`config.mk`:
```
export PLATFORM = sky130hd
export DESIGN_NAME = pipe_stage_skid
export DESIGN_NICKNAME = d
export VERILOG_FILES = /design/src/rtl/pipe_stage_skid.sv
export SDC_FILE = /design/constraint.sdc
export NUM_CORES = 1
export LEC_CHECK = 0
export BUFFER_PORTS_ARGS = -buffer_cell sky130_fd_sc_hd__buf_2
export CORE_MARGIN = 5
export CORE_UTILIZATION = 56
export DETAILED_ROUTE_END_ITERATION = 10
export GPL_TIMING_DRIVEN = 0
export MAX_ROUTING_LAYER = met4
export PLACE_DENSITY = 0.95
export SLEW_MARGIN = 20
export SYNTH_ARGS = -nofsm -noshare
export SYNTH_HDL_FRONTEND = slang
export SYNTH_SLANG_ARGS = --single-unit
```
`constraint.sdc`:
```
create_clock -name clk -period 2.8 [get_ports clk]
set_input_delay 0.28 -clock clk [delete_from_list [all_inputs] [get_ports clk]]
set_output_delay 0.28 -clock clk [all_outputs]
set_load 0.05 [all_outputs]
```
`src/rtl/pipe_stage_skid.sv`:
```
// rtl/pipe_stage_skid.sv - two-entry skid pipeline stage with registered in_ready
// Optional downstream-stall counter enabled by defining PIPE_STALL_CNT_EN.
module pipe_stage_skid #(
    parameter int DATA_W = 137,
    parameter int CNT_W  = 16
) (
    input  logic              clk,
    input  logic              rst,
    input  logic              flush,
    input  logic              in_valid,
    output logic              in_ready,
    input  logic [DATA_W-1:0] in_data,
    output logic              out_valid,
    input  logic              out_ready,
    output logic [DATA_W-1:0] out_data,
    output logic [1:0]        occ
`ifdef PIPE_STALL_CNT_EN
    ,
    output logic [CNT_W-1:0]  stall_cnt
`endif
);

    typedef enum logic [1:0] {
        EMPTY = 2'd0,
        ONE   = 2'd1,
        FULL  = 2'd2
    } state_t;

    state_t            state;
    state_t            state_nxt;
    logic [DATA_W-1:0] main_data;
    logic [DATA_W-1:0] skid_data;
    logic              accept;
    logic              issue;
    logic              load_main;
    logic              load_skid;
    logic              main_from_skid;

    assign accept    = in_valid & in_ready;
    assign issue     = out_valid & out_ready;
    assign out_valid = (state != EMPTY);
    assign out_data  = main_data;
    assign occ       = state;

    always_comb begin
        state_nxt      = state;
        load_main      = 1'b0;
        load_skid      = 1'b0;
        main_from_skid = 1'b0;
        case (state)
            EMPTY: begin
                if (accept) begin
                    state_nxt = ONE;
                    load_main = 1'b1;
                end
            end
            ONE: begin
                if (accept && issue) begin
                    load_main = 1'b1;
                end else if (accept) begin
                    state_nxt = FULL;
                    load_skid = 1'b1;
                end else if (issue) begin
                    state_nxt = EMPTY;
                end
            end
            FULL: begin
                // in_ready is low here, so only the drain path exists
                if (issue) begin
                    state_nxt      = ONE;
                    main_from_skid = 1'b1;
                end
            end
            default: state_nxt = EMPTY;
        endcase
        if (flush) begin
            state_nxt      = EMPTY;
            load_main      = 1'b0;
            load_skid      = 1'b0;
            main_from_skid = 1'b0;
        end
    end

    always_ff @(posedge clk) begin
        if (rst) begin
            state     <= EMPTY;
            in_ready  <= 1'b1;
            main_data <= '0;
            skid_data <= '0;
        end else begin
            state    <= state_nxt;
            // registered copy of "next state is not FULL" keeps out_ready off the in_ready path
            in_ready <= (state_nxt != FULL);
            if (load_main) begin
                main_data <= in_data;
            end else if (main_from_skid) begin
                main_data <= skid_data;
            end
            if (load_skid) begin
                skid_data <= in_data;
            end
        end
    end

`ifdef PIPE_STALL_CNT_EN
    always_ff @(posedge clk) begin
        if (rst) begin
            stall_cnt <= '0;
        end else if (out_valid && !out_ready && (stall_cnt != {CNT_W{1'b1}})) begin
            stall_cnt <= stall_cnt + 1'b1;
        end
    end
`endif

endmodule

```
## Word-level counts from Yosys, hierarchy flattened

Index checks and enable logic that the tools add are counted.

- Latch bits: 0
- Bits in registers: 277
- Memories: 0
- Input bits: 142
- Bits in read-only memories: 0
- Output and inout bits: 141
- Word-level logic and storage cells: 32
- Memory bits (writable): 0

- Order comparisons: 0
- Muxes and demuxes: 19
- Divide/modulo/power cells: 0
- Reductions and logical operators: 4
- Bitwise gates (word level): 2
- Multiply operators: 0
- Add/sub/neg operators: 0
- Equality and inequality tests: 3
- Shift operators: 0

Operators with widths:

| operator | number |
|---|---|
| two-way mux 137 bit | 2 |
| two-way mux 2 bit | 6 |
| two-way mux 1 bit | 9 |
| one-hot mux 2 bit (3 select lines) | 1 |
| nonzero test 2 bit | 2 |
| bitwise AND 1 bit | 2 |
| == test 2 x 1 -> 1 bit (second input constant) | 1 |
| == test 2 bit (second input constant) | 1 |
| logical NOT 2 bit | 1 |
| inequality test 2 bit (second input constant) | 1 |
| one-hot mux 1 bit (2 select lines) | 1 |
| logical AND 1 bit | 1 |

## Logic depth before layout (Yosys ltp)

- Depth after elaboration: 8
- Gate-level depth with buffers: 7

## Worst setup path after synthesis

OpenSTA, ideal clock, no wires.

- Kind: register to register
- Start: register state[0], in the netlist occ[0]
- End: register main_data[100], in the netlist out_data[100]
- Arrival: 1814 ps
- Buffers on the path: 3
- Period minus slack after synthesis: 1961 ps
- Stages on the path, launching flop included: 8
- Library setup time: 147 ps
- Path slack: 839 ps
- Path through: dfxtp_1 > nor2b_1 > or4_4 > buf_6 > buf_12 > buf_2 > nor2_1 > a311oi_2

- Word-level cells in the longest chain between the ends: 7

Ends and longest elaborated chain:

| element | line | RTL |
|---|---|---|
| start: declaration | 29 | `state_t state;` |
| start signal: assignment | 91 | `state <= state_nxt;` |
| nonzero test 2 bit | 41 | `assign out_valid = (state != EMPTY);` |
| bitwise AND 1 bit | 40 | `assign issue = out_valid & out_ready;` |
| logical AND 1 bit | 58 | `if (accept && issue) begin` |
| two-way mux 1 bit | 58 |  |
| one-hot mux 1 bit (2 select lines) | 50 | `case (state)` |
| two-way mux 1 bit | 76 | `if (flush) begin` |
| two-way mux 137 bit / nonzero test 2 bit (equally long branches) | n/a |  |
| end signal: assignment | 95 | `main_data <= in_data;` |
| end signal: assignment | 97 | `main_data <= skid_data;` |
| end: declaration | 31 | `logic [DATA_W-1:0] main_data;` |

Several ways; a longest one is shown, not always the timed one.
A chain may end at the register's enable or synchronous reset.

## Final worst setup path

- Start: register state[0], in the netlist occ[0]
- End: register skid_data[22]

- Word-level cells in the longest chain between the ends: 6

Ends and longest elaborated chain:

| element | line | RTL |
|---|---|---|
| nonzero test 2 bit | 41 |  |
| bitwise AND 1 bit | 40 |  |
| logical AND 1 bit | 58 |  |
| two-way mux 1 bit | 58 |  |
| two-way mux 1 bit (*) | 50 |  |
| two-way mux 1 bit (*) | 76 |  |
| end signal: assignment | 100 | `skid_data <= in_data;` |
| end: declaration | 32 | `logic [DATA_W-1:0] skid_data;` |

Mark *: on every way between the ends. The rest lies on a longest branch, timed or not.

==> run metrics <==
first-pass GRT wire length 65500 um; startpoint types flop; Layout Cells excl Fill a little over 2000; maximum vdd drop ~0.54 mV; Netlist cell types 24; met1 usage about two fifths; crit path DAT ~2.8 ns; Final ANT Viol Nets 0; Hold Crit Class in -> reg; Clock transition at path regs approximately 0.070 ns; CP Capture Type flop; CP Buf/Inv Count 2; asr flop ratio synth 0%; Crit path max-delay family buffers and inverters; crit share post-route approximately 83%; DRC Markers 0; pwr/cell area around 630 mW/mm2; die area 0.0237 mm2; layout cells sized above 1 between 20% and 30%; most common cell in the netlist nand2_1; Final Power 9.57 mW; PortBufs 281; Die Height around 150 um; Synth top cells by count 549 x nand2_1, 277 x dfxtp_1, 138 x a21oi_1, 137 x nor2_1, 130 x a311oi_2; Skew-Pair Late Insertion Delay 0.54 ns; CTS HTree Levels 1; Initial DRC Count approximately 1100; Starting Density between 50% and 60%; number of synthesized flops with an enable pin 0; CTS tree yes; Multi-input gate area around 0.0054 mm2; Yosys reg bits roughly 280; Static Leak a little under 6 nW; Synth area leaders dfxtp_1 48%, nand2_1 18%, a311oi_2 17%, a21oi_1 6.0%, nor2_1 4.4%; io pins roughly 280; CP max stage cell clkbuf_1; Final Max Tran Viols 0; worst reg-to-reg setup slack roughly 0.48 ns; post_cts resized 0; crit-path max FO 10; core area roughly 0.020 mm2; vias per cell 6.00; slew of the pin with the lowest slew margin 0.831 ns; number of buffers created by CTS 27; max_slew headroom about 45%; Vias between 10000 and 15000; Main synth FF type dfxtp_1; status finished, final reports clean; CP max stage delay between 0.6 and 0.7 ns; Hold WS just under 0.01 ns; CTS Hold Bufs 80; aggregate global routing overflow 0; root buf cell clkbuf_16; antenna violations before repair 1; GRT Util Overall between 30% and 40%; Die X between 150 and 200 um; Tmin final about 2.3 ns; drt pass-1 iters 5; crit path kind reg -> reg; Area growth syn-to-layout 30.2%; placed cells between 1500 and 2000; Post-Syn Nets between 1500 and 2000; sequential share of the synthesized area approximately 48%; YS warnings 0; fmax ~430 MHz; dominant cell type by area after synthesis dfxtp_1; final hold violation count 0; row count 52; clock sinks approximately 280; Clock Skew roughly 0.012 ns; WL/cell just over 20 um; synthesized area ~0.012 mm2; number of global-route vias before repair ~12000; Final HPWL DP 24700 um; unrepaired setup endpoints after global routing no; final setup vio count 0; gr busiest metal met2; M3 GR Usage between 6 and 7%; post-CTS setup buffer count 0; setup tns final 0 ns; Synth top area share around 48%; Layout fillers roughly 1200; crit path cell chain nor2b_1, and3b_1, clkbuf_1, buf_2, nand2_1, a21oi_1; pin count of the biggest net entering global routing 15; Sequential cell area around 0.0055 mm2; max-cap violations 0; nets between 1500 and 2000; Final Wtd Congestion about 0.9; Critical Path RT about 3.2 ns; Clock Tree Buf Depth 3; Mean Syn Cell Area 8.44 um2; WL final between 40000 and 50000 um; Syn Inst Count about 1400; M2 GR Usage 58.6%
-- layer usage --
| metal | wire length, um | share of wire, % |
|---|---|---|
| met1 | 14700 | 35 |
| met2 | 20500 | 49 |
| met3 | 3880 | 9.2 |
| met4 | 2900 | 6.9 |
| met5 | 0 | 0 |
-- worst reg2reg max path: stages (launching register included) --
cell      delay (ns)
dfxtp_1         0.46
nor2b_1         0.28
and3b_1         0.21
clkbuf_1        0.63
buf_2           0.36
nand2_1         0.10
a21oi_1         0.18
-- kinds of logic after synthesis --
kind of cell    after synthesis  share of synthesized area, %
simple gates                696                          22.9
flops                       277                          47.8
compound gates              276                          23.4
buf+inv                     123                          5.70
mux                           2                         0.173
-- power by group --
part | switching [mW] | internal (mW)
combinational | 1.05 | 0.471
clock | 1.59 | 2.26
sequential | 0.102 | 4.10
total | 2.74 | 6.83
-- cell type report --
type / instances / share of cell area [%]
repair buffers: 362 / 14.7
plain buffers: 122 / 4.35
flip-flops and latches: 277 / 36.7
clock buffers: 37 / 5.26
well taps: 270 / 2.24
diodes: 1 / 0.0166
inverters: 1 / 0.0249
clock inverters: 13 / 0.970
multi-input cells: 974 / 35.7
-- cell usage in the layout, fill, tap and decap left out --
cell           Yosys  routed
a311oi_1           7       7
a21oi_1          138     138
buf_1              7       7
nor2_1           137     137
clkbuf_1          69      71
clkbuf_16          0      27
or2_2              1       1
clkinvlp_4         0       1
diode_2            0       1
inv_6              0       1
bufinv_16          0       3
clkinv_2           0       8
nor3_1             1       1
o22a_1             1       1
nand2_1          549     549
dfxtp_1          277     277
or4bb_1            1       1
and3b_1            2       2
buf_12             1       1
a311oi_2         130     130
nor2b_1            1       1
or4_4              1       1
dlygate4sd3_1      0      81
inv_1              1       1
buf_8              7       7
buf_6              9       9
and4bb_2           1       1
nor4_1             1       1
nand3b_1           1       1
buf_2             29     310
mux2i_1            2       2
clkbuf_8           0       8
-- sequential cells by signal, summed over array words and instances (netlist names) --
register / flops
in_ready: 1
occ: 2
out_data: 137
skid_data: 137
-- stage by stage --
stage / util, % / setup slack [ns] / area [um2]
after floorplan: - / 0.839 / 11600
after global placement: 65.7 / 0.592 / 13300
after detailed placement: 65.7 / 0.558 / 13300
after CTS: 74.3 / 0.499 / 15100
after global routing: 74.4 / 0.254 / 15100
final: 74.4 / 0.484 / 15100
-- worst paths after layout --
kind            startpoint            end  cells past startpoint
max reg2reg         occ[0]  skid_data[22]                      6
max                 occ[0]  skid_data[22]                      6
min reg2reg  skid_data[78]  skid_data[78]                      2
min            in_data[83]  skid_data[83]                      3
Note: power is estimated with default switching activity, not from simulation.
